File: src/rtl/mem_arb_pkg.sv
// Shared definitions for the memory arbiter: FSM states, owner encoding and
// default widths. Arbitration policy macro: YSYX_23060251_ARB_RR_EN.
package mem_arb_pkg;

    localparam int ADDR_W_DEFAULT = 64;
    localparam int DATA_W_DEFAULT = 64;

    typedef enum logic [1:0] {
        ST_IDLE = 2'd0,
        ST_REQ  = 2'd1,
        ST_RESP = 2'd2
    } arb_state_e;

    typedef enum logic {
        OWN_IFU = 1'b0,
        OWN_LSU = 1'b1
    } owner_e;

    // One-hot grant vector: bit 0 = IFU, bit 1 = LSU.
    localparam logic [1:0] GNT_NONE = 2'b00;
    localparam logic [1:0] GNT_IFU  = 2'b01;
    localparam logic [1:0] GNT_LSU  = 2'b10;

endpackage

File: src/rtl/mem_arb_grant.sv
// Grant selection between IFU and LSU while the arbiter is idle.
// YSYX_23060251_ARB_RR_EN selects round-robin; otherwise LSU has fixed priority.
module mem_arb_grant
    import mem_arb_pkg::*;
(
    input  logic       i_if_valid,
    input  logic       i_ls_valid,
    input  logic       i_last_owner,
    input  logic       i_idle,
    output logic [1:0] o_grant
);

`ifndef YSYX_23060251_ARB_RR_EN
    logic w_unused_last_owner;
    assign w_unused_last_owner = i_last_owner;
`endif

    always_comb begin
        o_grant = GNT_NONE;
        if (i_idle) begin
            if (i_if_valid && i_ls_valid) begin
`ifdef YSYX_23060251_ARB_RR_EN
                // On contention, favour whoever did not win last time.
                o_grant = (i_last_owner == OWN_LSU) ? GNT_IFU : GNT_LSU;
`else
                o_grant = GNT_LSU;
`endif
            end else if (i_ls_valid) begin
                o_grant = GNT_LSU;
            end else if (i_if_valid) begin
                o_grant = GNT_IFU;
            end
        end
    end

endmodule

File: src/rtl/mem_arb.sv
// Two-requester (IFU/LSU) memory arbiter, one transaction in flight at a time.
// Policy macro YSYX_23060251_ARB_RR_EN: defined = round-robin, undefined = LSU priority.
module mem_arb
    import mem_arb_pkg::*;
#(
    parameter int ADDR_W = ADDR_W_DEFAULT,
    parameter int DATA_W = DATA_W_DEFAULT
) (
    input  logic                  clk_i,
    input  logic                  rst_n_i,

    input  logic                  if_req_valid_i,
    output logic                  if_req_ready_o,
    input  logic [ADDR_W-1:0]     if_addr_i,
    output logic                  if_resp_valid_o,

    input  logic                  ls_req_valid_i,
    output logic                  ls_req_ready_o,
    input  logic [ADDR_W-1:0]     ls_addr_i,
    input  logic                  ls_wen_i,
    input  logic [DATA_W-1:0]     ls_wdata_i,
    input  logic [DATA_W/8-1:0]   ls_mask_i,
    output logic                  ls_resp_valid_o,

    output logic [DATA_W-1:0]     rdata_o,

    output logic                  mem_req_valid_o,
    input  logic                  mem_req_ready_i,
    output logic [ADDR_W-1:0]     mem_addr_o,
    output logic                  mem_wen_o,
    output logic [DATA_W-1:0]     mem_wdata_o,
    output logic [DATA_W/8-1:0]   mem_mask_o,

    input  logic                  mem_resp_valid_i,
    input  logic [DATA_W-1:0]     mem_rdata_i
);

    arb_state_e r_state;
    owner_e     r_owner;

    logic       w_idle;
    logic [1:0] w_grant;
    logic       w_if_fire;
    logic       w_ls_fire;

    assign w_idle = (r_state == ST_IDLE);

    mem_arb_grant u_grant (
        .i_if_valid   (if_req_valid_i),
        .i_ls_valid   (ls_req_valid_i),
        .i_last_owner (r_owner),
        .i_idle       (w_idle),
        .o_grant      (w_grant)
    );

    // The state register is already IDLE during reset, so ready is also gated
    // by reset to keep both requesters stalled until it is released.
    assign if_req_ready_o = w_grant[0] & rst_n_i;
    assign ls_req_ready_o = w_grant[1] & rst_n_i;

    assign w_if_fire = if_req_valid_i & if_req_ready_o;
    assign w_ls_fire = ls_req_valid_i & ls_req_ready_o;

    always_ff @(posedge clk_i or negedge rst_n_i) begin
        if (!rst_n_i) begin
            r_state         <= ST_IDLE;
            r_owner         <= OWN_IFU;
            mem_req_valid_o <= 1'b0;
            mem_addr_o      <= '0;
            mem_wen_o       <= 1'b0;
            mem_wdata_o     <= '0;
            mem_mask_o      <= '0;
            rdata_o         <= '0;
            if_resp_valid_o <= 1'b0;
            ls_resp_valid_o <= 1'b0;
        end else begin
            if_resp_valid_o <= 1'b0;
            ls_resp_valid_o <= 1'b0;
            case (r_state)
                ST_IDLE: begin
                    if (w_ls_fire) begin
                        mem_addr_o      <= ls_addr_i;
                        mem_wen_o       <= ls_wen_i;
                        mem_wdata_o     <= ls_wdata_i;
                        mem_mask_o      <= ls_mask_i;
                        r_owner         <= OWN_LSU;
                        mem_req_valid_o <= 1'b1;
                        r_state         <= ST_REQ;
                    end else if (w_if_fire) begin
                        // Instruction fetches are always full-width reads.
                        mem_addr_o      <= if_addr_i;
                        mem_wen_o       <= 1'b0;
                        mem_wdata_o     <= '0;
                        mem_mask_o      <= '1;
                        r_owner         <= OWN_IFU;
                        mem_req_valid_o <= 1'b1;
                        r_state         <= ST_REQ;
                    end
                end
                ST_REQ: begin
                    if (mem_req_ready_i) begin
                        mem_req_valid_o <= 1'b0;
                        r_state         <= ST_RESP;
                    end
                end
                ST_RESP: begin
                    if (mem_resp_valid_i) begin
                        rdata_o <= mem_rdata_i;
                        if (r_owner == OWN_LSU) begin
                            ls_resp_valid_o <= 1'b1;
                        end else begin
                            if_resp_valid_o <= 1'b1;
                        end
                        r_state <= ST_IDLE;
                    end
                end
                default: begin
                    r_state <= ST_IDLE;
                end
            endcase
        end
    end

endmodule

File: config.mk
export PLATFORM = sky130hd
export DESIGN_NAME = mem_arb
export DESIGN_NICKNAME = d
export VERILOG_FILES = /design/src/rtl/mem_arb_pkg.sv /design/src/rtl/mem_arb_grant.sv /design/src/rtl/mem_arb.sv
export SDC_FILE = /design/constraint.sdc
export NUM_CORES = 1
export LEC_CHECK = 0
export CAP_MARGIN = 0
export CORE_AREA = 4 4 183 185
export DETAILED_ROUTE_END_ITERATION = 6
export DIE_AREA = 0 0 187 189
export HOLD_SLACK_MARGIN = 0.12
export MAX_ROUTING_LAYER = met4
export SLEW_MARGIN = 30
export SYNTH_ARGS = -nofsm -noshare
export SYNTH_HDL_FRONTEND = slang
export SYNTH_SLANG_ARGS = --single-unit
export TNS_END_PERCENT = 100
File: constraint.sdc
create_clock -name clk_i -period 1.6 [get_ports clk_i]
set_input_delay 0.32 -clock clk_i [delete_from_list [all_inputs] [get_ports clk_i]]
set_output_delay 0.32 -clock clk_i [all_outputs]
set_load 0.02 [all_outputs]
==> flow_summary.json <==
{
  "synth_cell_type_count": 23,
  "grt_overflow": 0,
  "power_density_nw_per_um2": 1906,
  "leakagePower_nw": 6.772,
  "critPathCaptureType": "output pin",
  "fin_crit_sh": 1.212,
  "fin_ws_ns": -0.3398,
  "ir_worst_vdd_mv": 1.047,
  "critPathLaunchType": "register",
  "synth_area_leaders": "dfrtp_1, mux2_2, a22o_1",
  "hold_ws_ns": 0.3929,
  "clk_pin_slew_ns": 0.06,
  "synth_edf_count": 0,
  "synth.top_cell.area_share": 0.6291,
  "grt_start_max_net_pins": 64,
  "antenna_found_initial": 1,
  "swShare": 0.3777,
  "finalPower_mw": 28.65,
  "io_pins": 477,
  "cts_sinks": 207,
  "grt_pass1_vias": 8209,
  "drive_gt1_frac": 0.1916,
  "setup_violations": 195,
  "violations": "setup timing",
  "routed_wl_mm": 33.21,
  "vias": 7485,
  "syn_inst": 615,
  "grt_pass1_wl_mm": 49.70,
  "p_comb_frac": 0.465,
  "gp_routability_congestion": 0.7881,
  "required_ns": 1.28,
  "hp-class": "input port to register",
  "cts_tree": "built",
  "crit_fanout": 3,
  "outcome": "finished with violations",
  "nNetsFinal": 1399,
  "core_area_um2": 32040,
  "fp.dieArea_um2": 35340,
  "p_int_mw": 17.83,
  "numPortBuffers": 476,
  "synth_area_um2": 8234,
  "ys_ff_latch": 207,
  "yosysWarnings": 0,
  "netSwitchingPower_mw": 10.82,
  "rows": 66,
  "area_growth_pct": 82.53,
  "rsz0062_at_grt": "yes",
  "skew_ns": 0.01564,
  "fp.dieW_um": 187,
  "post-place-ws_ns": -0.6547,
  "min_period_ns": 1.940,
  "synth_nets": 886,
  "ctsHtreeMaxLevel": 1,
  "first_pass_iters": 5,
  "root_buffer": "clkbuf_16",
  "async_flop_share": 1.000,
  "clockPowerShare": 0.203,
  "yosysMostFrequentCell": "dfrtp_1",
  "synth_area_leader_cell": "dfrtp_1",
  "hpwlAfterDp_mm": 22.77,
  "instances_no_fill": 1552,
  "cts-buffers-inserted": 24,
  "synth_ff_type": "dfrtp_1",
  "viasPerCell": 4.823,
  "worstPathArrival_ns": 1.62,
  "avgRoutedWirePerCell_um": 21.40,
  "worst_pin_slew_ns": 0.7516,
  "clock.fmax_ghz": 0.5155,
  "drtIter0Drc": 307,
  "start_util": 0.2570,
  "clock_latency_ns": 0.52,
  "hold_viol": 0,
  "dp_cells": 1490,
  "power_frac_seq": 0.332,
  "crit_type": "register to output pin",
  "cap_viol_max_count": 0,
  "drc": 0,
  "antenna_left": 0,
  "fp.dieH_um": 189,
  "track_usage": 0.1819,
  "ys_seq_area_frac": 0.6291,
  "syn_area_per_cell_um2": 13.39,
  "max_slew_margin": 0.4989,
  "slew_viol_final": 0,
  "clk_path_buf_depth": 3,
  "synth_common_cells": "dfrtp_1, nand2_1, a22o_1"
}
## metrics by stage
stage | area (um^2) | TNS (ns) | util
after global routing | 15030 | -43.43 | 0.4691
after CTS | 14930 | -26.05 | 0.4659
final | 15030 | -30.92 | 0.4691
after global placement | 13800 | -57.60 | 0.4306
after floorplan | 8237 | 0 | -
after detailed placement | 13800 | -59.13 | 0.4306
## flip-flops by register name, indices dropped and copies added, names as in the netlist
register         flops
if_resp_valid_o      1
ls_resp_valid_o      1
mem_addr_o          64
mem_mask_o           8
mem_req_valid_o      1
mem_wdata_o         64
mem_wen_o            1
r_owner              1
r_state              2
rdata_o             64
## critical path, cell delays in order, from the launching register on
cell and delay, ns:
dfrtp_2 0.44, buf_4 0.15, nor3b_4 0.21, nand2_2 0.10, inv_4 0.07, buf_6 0.12
## path summary, 6_finish.rpt
path	start	slack, ns	to	cells after the start
setup / recovery	r_state[0]	-0.34	ls_req_ready_o	5
hold / removal	mem_req_ready_i	0.39	r_state[0]	2
setup reg to reg	r_state[0]	-0.29	rdata_o[59]	8
hold reg to reg	r_owner	0.43	if_resp_valid_o	1
max in group asynchronous	rst_n_i	0.25	rdata_o[47]	4
min in group asynchronous	rst_n_i	0.46	mem_addr_o[60]	3
## layout make-up
class | instances | area, um^2
clock inverters | 5 | 125.1
multi-input cells | 350 | 2933
repair buffers | 542 | 5554
well taps | 408 | 510.5
clock buffers | 36 | 706.9
inverters | 3 | 13.76
fillers | 2925 | 17010
diodes | 1 | 2.502
flip-flops and latches | 207 | 5184
## power by group through the flow
stage	Clock, mW	Combinational [mW]	Sequential (mW)
2_1_floorplan	0	3.43	12.5
3_3_place_gp	0	14.1	9.49
3_5_place_dp	0	14.2	9.51
4_1_cts	6.07	13.3	9.47
5_1_grt	6.26	14.1	9.85
6_report	5.82	13.3	9.51
## layout by cell type (no fill, tap or decap), types with 5 or more instances in the layout
cell             Yosys  routed
clkdlybuf4s50_1      0     269
dfrtp_1            207     204
dlygate4sd2_1        0      92
clkdlybuf4s15_1      0      77
nand2_1             68      68
a22o_1              65      65
a32oi_1             64      64
a22oi_1             64      59
mux2_2              64      39
clkbuf_16            0      26
mux2_4               0      25
buf_4               11      24
clkbuf_2             0      21
buf_12               0      17
clkdlybuf4s15_2      0      13
buf_6                0      11
buf_16               0      10
o22a_1               8       8
clkbuf_1            22       7
a22oi_2              0       5
clkbuf_8             0       5
## cells by family after synthesis
kind of cell	Yosys count	share of synthesized area
flops	207	0.6291
compound gates	204	0.2059
simple gates	82	0.04270
mux	64	0.08752
buf+inv	58	0.03480
## routing by layer
| layer | up-vias | share of wire | global-route usage |
|---|---|---|---|
| met3 | 46 | 0.088 | 0.05586 |
| met2 | 351 | 0.48 | 0.2970 |
| met5 | - | 0 | - |
| li1 | 3400 | - | - |
| met4 | 0 | 0.022 | 0.04266 |
| met1 | 3688 | 0.41 | 0.2234 |
## what timing repair did
| action | in CTS | in global routing |
|---|---|---|
| pin swaps | 10 | 5 |
| gates resized for setup | 357 | 74 |
| setup buffers | 5 | 7 |
| setup endpoints to repair | 380 | 295 |
| gates cloned | 7 | 1 |
| hold endpoints to repair | 145 | 0 |
| hold buffers | 1 | 0 |
Note: power is estimated with default switching activity, not from simulation.
